--- src/rtl/alu_writeback.sv ---
// Execute-stage back end: condition evaluation, NZCV flag commit and a small register-file write queue.
// Optional performance counters (retired/squashed) are enabled by defining ALUWB_PERF_EN.
module alu_writeback #(
    parameter int RBITS = 3,
    parameter int DEPTH = 2
) (
    input  logic             clk,
    input  logic             rst_n,
    input  logic             in_valid,
    output logic             in_ready,
    input  logic [15:0]      in_s,
    input  logic [3:0]       in_nzcv,
    input  logic [3:0]       in_fmask,
    input  logic [3:0]       in_cond,
    input  logic             in_we,
    input  logic [RBITS-1:0] in_rd,
    output logic             cin,
    output logic [3:0]       flags,
    output logic             rf_valid,
    input  logic             rf_ready,
    output logic [RBITS-1:0] rf_addr,
    output logic [15:0]      rf_data
`ifdef ALUWB_PERF_EN
    ,
    output logic [15:0]      retired,
    output logic [15:0]      squashed
`endif
);
    localparam int PW = (DEPTH > 1) ? $clog2(DEPTH) : 1;
    localparam int CW = $clog2(DEPTH + 1);

    logic [3:0]       flags_q, flags_d;
    logic [PW-1:0]    wr_ptr_q, rd_ptr_q;
    logic [CW-1:0]    cnt_q, cnt_d;
    logic [RBITS-1:0] addr_mem_q [DEPTH];
    logic [15:0]      data_mem_q [DEPTH];
    logic             accept, pass, push, pop;

    // ARM condition codes, evaluated against {N,Z,C,V}
    function automatic logic cond_pass(input logic [3:0] c, input logic [3:0] f);
        logic n, z, cf, v, r;
        {n, z, cf, v} = f;
        case (c)
            4'h0:    r = z;
            4'h1:    r = !z;
            4'h2:    r = cf;
            4'h3:    r = !cf;
            4'h4:    r = n;
            4'h5:    r = !n;
            4'h6:    r = v;
            4'h7:    r = !v;
            4'h8:    r = cf && !z;
            4'h9:    r = !cf || z;
            4'hA:    r = (n == v);
            4'hB:    r = (n != v);
            4'hC:    r = !z && (n == v);
            4'hD:    r = z || (n != v);
            4'hE:    r = 1'b1;
            default: r = 1'b0;
        endcase
        return r;
    endfunction

    assign in_ready = (cnt_q != CW'(DEPTH));
    assign accept   = in_valid && in_ready;
    assign pass     = cond_pass(in_cond, flags_q);
    assign push     = accept && pass && in_we;
    assign rf_valid = (cnt_q != '0);
    assign pop      = rf_valid && rf_ready;

    // Empty queue drives zeros so the write port reads clean out of reset
    assign rf_addr  = rf_valid ? addr_mem_q[rd_ptr_q] : '0;
    assign rf_data  = rf_valid ? data_mem_q[rd_ptr_q] : '0;
    assign flags    = flags_q;
    assign cin      = flags_q[1];

    always_comb begin
        flags_d = flags_q;
        if (accept && pass)
            flags_d = (in_fmask & in_nzcv) | (~in_fmask & flags_q);
    end

    always_comb begin
        cnt_d = cnt_q;
        case ({push, pop})
            2'b10:   cnt_d = cnt_q + CW'(1);
            2'b01:   cnt_d = cnt_q - CW'(1);
            default: cnt_d = cnt_q;
        endcase
    end

    always_ff @(posedge clk or negedge rst_n) begin
        if (!rst_n) begin
            flags_q  <= '0;
            wr_ptr_q <= '0;
            rd_ptr_q <= '0;
            cnt_q    <= '0;
        end else begin
            flags_q <= flags_d;
            cnt_q   <= cnt_d;
            if (push) wr_ptr_q <= wr_ptr_q + PW'(1);
            if (pop)  rd_ptr_q <= rd_ptr_q + PW'(1);
        end
    end

    // Storage needs no reset: entries are only visible while counted
    always_ff @(posedge clk) begin
        if (push) begin
            addr_mem_q[wr_ptr_q] <= in_rd;
            data_mem_q[wr_ptr_q] <= in_s;
        end
    end

`ifdef ALUWB_PERF_EN
    logic [15:0] retired_q, squashed_q;

    always_ff @(posedge clk or negedge rst_n) begin
        if (!rst_n) begin
            retired_q  <= '0;
            squashed_q <= '0;
        end else if (accept) begin
            if (pass) retired_q  <= retired_q + 16'd1;
            else      squashed_q <= squashed_q + 16'd1;
        end
    end

    assign retired  = retired_q;
    assign squashed = squashed_q;
`endif

endmodule
--- config.mk ---
export PLATFORM = sky130hd
export DESIGN_NAME = alu_writeback
export DESIGN_NICKNAME = d
export VERILOG_FILES = /design/src/rtl/alu_writeback.sv
export SDC_FILE = /design/constraint.sdc
export NUM_CORES = 1
export LEC_CHECK = 0
export CAP_MARGIN = 10
export CORE_ASPECT_RATIO = 0.8
export CORE_MARGIN = 2
export CORE_UTILIZATION = 25
export DETAILED_ROUTE_END_ITERATION = 8
export GPL_TIMING_DRIVEN = 0
export SYNTH_ARGS = -nofsm -noshare
export SYNTH_HDL_FRONTEND = slang
export SYNTH_SLANG_ARGS = --single-unit
--- constraint.sdc ---
create_clock -name clk -period 7 [get_ports clk]
set_input_delay 1.4 -clock clk [delete_from_list [all_inputs] [get_ports clk]]
set_output_delay 1.4 -clock clk [all_outputs]
set_load 0.1 [all_outputs]
; Yosys cells after proc, flatten, opt, wreduce, memory -nomap -nowiden
; Memory sizes are Yosys's and may differ from the RTL's.
; Cells that the tools add are included.
[totals]
regBits = 8
latchBits = 0
ramBits = 38
rom_bits = 0
in_bits = 36
output_inout_bits = 26
wordCells = 54
n_memories = 2
[mem_list]
columns = name, depth, word_bits, read_ports, rd_ports_with_merged_regs, wr, line_no
row1 = data_mem_q, 2, 16, 1, 0, 1, 36  ; logic [15:0] data_mem_q [DEPTH];
row2 = addr_mem_q, 2, 3, 1, 0, 1, 35  ; logic [RBITS-1:0] addr_mem_q [DEPTH];
[op_classes]
add_sub_neg = 4
multipliers = 0
div = 0
magnitude_cmp = 0
eq_ne = 19
shift = 0
muxes = 6
n_bitwise = 4
reduce_logical = 15
[op_table]
columns = op, n
row1 = $eq 4x4->1 const B, 7
row2 = $eq 4x3->1 const B, 4
row3 = $mux 16, 1
row4 = $pmux 1 s15, 1
row5 = $and 4x4->4, 2
row6 = $eq 4x2->1 const B, 2
row7 = $logic_and 1x1->1, 6
row8 = $eq 4x1->1 const B, 1
row9 = $logic_not 1->1, 4
row10 = $logic_not 4->1, 1
row11 = $not 4->4, 1
row12 = $or 4x4->4, 1
row13 = $pmux 2 s2, 1
row14 = $reduce_bool 2->1, 2
row15 = $mux 3, 1
row16 = $add 1x1->1 const B, 2
row17 = $add 2x1->2 const B, 1
row18 = $eq 2x1->1 const B, 1
row19 = $eq 2x2->1 const B, 1
row20 = $logic_or 1x1->1, 2
row21 = $mux 1, 2
row22 = $ne 2x2->1 const B, 1
row23 = $sub 2x1->2 const B, 1
row24 = $eq 1x1->1, 1
row25 = $ne 1x1->1, 1

; Logic depth before layout (Yosys ltp)
[depth]
word_depth = 7
mapped_depth = 9
mapped_depth_nobuf = 8

; Least setup slack after synthesis
; OpenSTA, ideal clock, no wires.
[synth_timing]
path_kind = input -> register
startpoint = in in_cond[0]
endpoint = mem addr_mem_q[1][0], enable pin
setup_time_ns = 0.395
t_arrival_ns = 3.377
required_ns = 6.605
path_slack_ns = 3.228
path_stages = 6
n_path_buf = 1
cell_sequence = buf_6 -> nand2b_1 -> o32a_1 -> a2111oi_4 -> o31ai_4 -> nor2_1
[synth_between]
elab_chain_len = 6
word_cells_on_any_way = 20
classes_between = eq/ne (14) / mux (3) / reduce/logical (3)
[synth_lines]
columns = element, line_no
row1 = "start, declared", 14  ; input logic [3:0] in_cond,
row2 = "$eq 4x4->1, or another cell as far along", 43  ; case (c)
row3 = $pmux 1 s15 (*), 43
row4 = $logic_and 1x1->1 (*) (2 in series), 67  ; assign push = accept && pass && in_we;
row5 = $mux 1 (*), 108  ; if (push) begin
row6 = $mux 1 (implied by the code) (*), 109  ; addr_mem_q[wr_ptr_q] <= in_rd;
row7 = "end, declared", 35
; Mark *: on every way between the ends. The rest lies on a longest branch, timed or not.

; Final worst setup path
[layout_timing]
startpoint = reg rd_ptr_q
endpoint = out rf_data[10]
[layout_between]
elab_chain_len = 2
[layout_lines]
columns = element, line_no
row1 = "start, declared", 33  ; logic [PW-1:0] wr_ptr_q, rd_ptr_q;
row2 = "start signal, assigned", 102  ; if (pop) rd_ptr_q <= rd_ptr_q + PW'(1);
row3 = $mem_v2 2x16, n/a
row4 = $mux 16, 73  ; assign rf_data = rf_valid ? data_mem_q[rd_ptr_q] : '0;
row5 = "end, declared", 22  ; output logic [15:0] rf_data
; Every way passes these cells.

==> metrics <==
htree depth=2; fraction of layout cells with a size suffix above 1=11.0%; TNS Setup=0 ns; hold_buf cts=0; Arr. time, crit path=2.68 ns; Slew @ Worst Pin=0.977 ns; DRT Pass-1 Iters=4; Synth Register Bits=46; Final Net Count=254; GRT Overall Usage=9.66%; Synth-to-Final Area Change=41.8%; Max stage delay cell, worst path=clkdlybuf4s50_1; grt ovf=0; CTS tree=yes; die height=86.8 um; Worst R2R Setup Slack=4.47 ns; Worst EP required=5.60 ns; WL per Instance=13.0 um; DR DRC count=0; row count=30; Placement Cell Area=0.00293 mm2; relative slew slack=34.7%; CP cell instances=clkbuf_1, mux2i_1, nor2_1, clkdlybuf4s50_1; CTS root buf=clkbuf_8; worst hold path type=reg -> reg; post-CTS resize count=0; Worst Clk Skew=0.00242 ns; syn_nets=184; syn avg cell area=14.6 um2; vias in the first global route=1,429; WL final=4300 um; # diodes=0; Cells after Synth=147; RePlAce Congestion=0.667; Design Area, Final=0.00304 mm2; core area=0.00841 mm2; TritonCTS Buffers=5; Worst setup EP type=primary output; Clock transition at path regs=0.08 ns; Yosys warnings=0; clock sinks=46; Final ANT Viol Nets=0; first-pass GRT wire length=6980 um; Cell variety after synth=33; final period utilization=58.4%; Die ar.=0.00932 mm2; Die W=107 um; largest stage delay on the critical path=1.15 ns; EDFF count, synth=38; unrepaired setup endpoints after global routing=false; Async SR Flop Fraction=17.4%; Non-Filler Instances=330; CP Class=reg -> out; Synth Area in XOR/XNOR=2.45%; CTS Buffer Depth=2; Placement Setup Slack=2.91 ns; register area share after synthesis=62.7%; Startpoint Class=register; Crit Path Max Fanout=10; Slew Viols, Final=0; mux contribution to synthesized area=11.9%; Crit path max-delay family=buffers and inverters; drt first-iter violations=49; min Tclk post-route=4.08 ns; status=finished, final reports clean; Skew-Pair Late Insertion Delay=0.29 ns; post-DP HPWL=3060 um; I/O Buffers=61; Post-CTS Setup Repair Bufs=0; initial antenna violation count=0; Syn Std Cell Area=0.00214 mm2; IO Pins=62; Finish-stage setup viols=0; Synth Flop Type=edfxtp_1; post-synthesis adder-cell area fraction=0.584%; main combinational cell family by area after synthesis=multiplexers; Final Hold Fails=0; largest net degree at the start of global routing=15; post-layout worst setup margin=2.92 ns; Initial Util=25.5%; post-synthesis compound-gate area fraction=8.18%; Max Cap Viol=0; Vias/cell=4.21; upper clock frequency limit=245 MHz; Buf+Inv Stages, Crit Path=2; simple-gate share of the synthesized area=10.9%; DP Cell Count=322; Vias=1,388
## through the flow
stage / utilization [%] / hold slack (ns)
final: 36.1 / 0.500
after global routing: 36.1 / 0.517
after CTS: 36.1 / 0.501
after detailed placement: 34.8 / 0.486
after global placement: 34.4 / 0.482
after floorplan: - / 0.464
## flip-flops by register name, indices dropped and copies added, names as in the netlist, named ones only
signal / count
rd_ptr_q: 1
wr_ptr_q: 1
cnt_q: 2
data_mem_q: 32
addr_mem_q: 6
## path summary, 6_finish.rpt
path	start	endpoint	depth (start not counted)
worst min register to register	cnt_q[1]	cnt_q[1]	1
worst min-delay path	cnt_q[1]	cnt_q[1]	1
worst max register to register	register	data_mem_q[0][10]	7
max in group asynchronous	rst_n	asynchronous set/reset pin	1
min in group asynchronous	rst_n	asynchronous set/reset pin	1
worst max-delay path	rd_ptr_q	rf_data[10]	4
## layer usage
layer	vias to the layer above	track usage (%)	wire (um)
li1	681	-	-
met1	671	12.4	1990
met2	34	16.2	2050
met3	2	3.01	238
met4	0	2.10	19
met5	-	0	0
## area by class of cell
cell class,instances,area [um2]
Multi-Input combinational cell,89,733
Clock inverter,2,37.5
Buffer,9,60.1
Fill cell,848,5370
Timing Repair Buffer,63,641
Tap cell,112,140
Sequential cell,46,1340
Clock buffer,6,72.6
Inverter,3,11.3
## cells by family after synthesis
kind of cell / after synthesis
simple gates: 43
xor+xnor: 6
mux: 25
fa+ha+maj: 1
buf+inv: 12
flops: 46
compound gates: 14
## synth_stat cells, drive strengths merged (2+ instances only)
library cell  instances  area share (%)
and2                  2            0.70
and4bb                4             2.3
buf                   5             2.1
clkbuf                4            0.70
dfrtp                 8             9.4
edfxtp               38              53
inv                   3            0.53
mux2                  4             2.1
mux2i                21             9.8
nand2                 2            0.35
nand2b                2            0.58
nand3                 2            0.47
nor2                 25             4.4
nor2b                 2            0.58
o31ai                 5             2.4
xnor2                 4             1.6
xor2                  2            0.82
## placed cells by master (no fill, tap or decap), types with 2 or more instances in the layout
cell	instances
dfrtp_1	8
o31ai_1	4
mux2i_1	21
mux2_1	4
buf_8	2
and2_2	2
xor2_1	2
nor2_1	23
clkbuf_8	5
nor2_2	2
clkdlybuf4s50_1	61
buf_6	2
and4bb_1	4
clkbuf_1	5
buf_4	3
inv_1	3
xnor2_1	4
nand2_1	2
nand3_1	2
nor2b_1	2
nand2b_1	2
edfxtp_1	38
## worst register-to-register path, cell delays in order, from the launching register on
cell and delay, ns:
dfrtp_1 0.38, buf_4 0.16, xnor2_1 0.20, a221oi_1 0.15
a2111oi_4 0.55, o31ai_4 0.13, nor2_2 0.43, buf_8 0.23
Power is not shown: default switching activity piles up to over one toggle a cycle in this logic, so the estimate is an artifact.
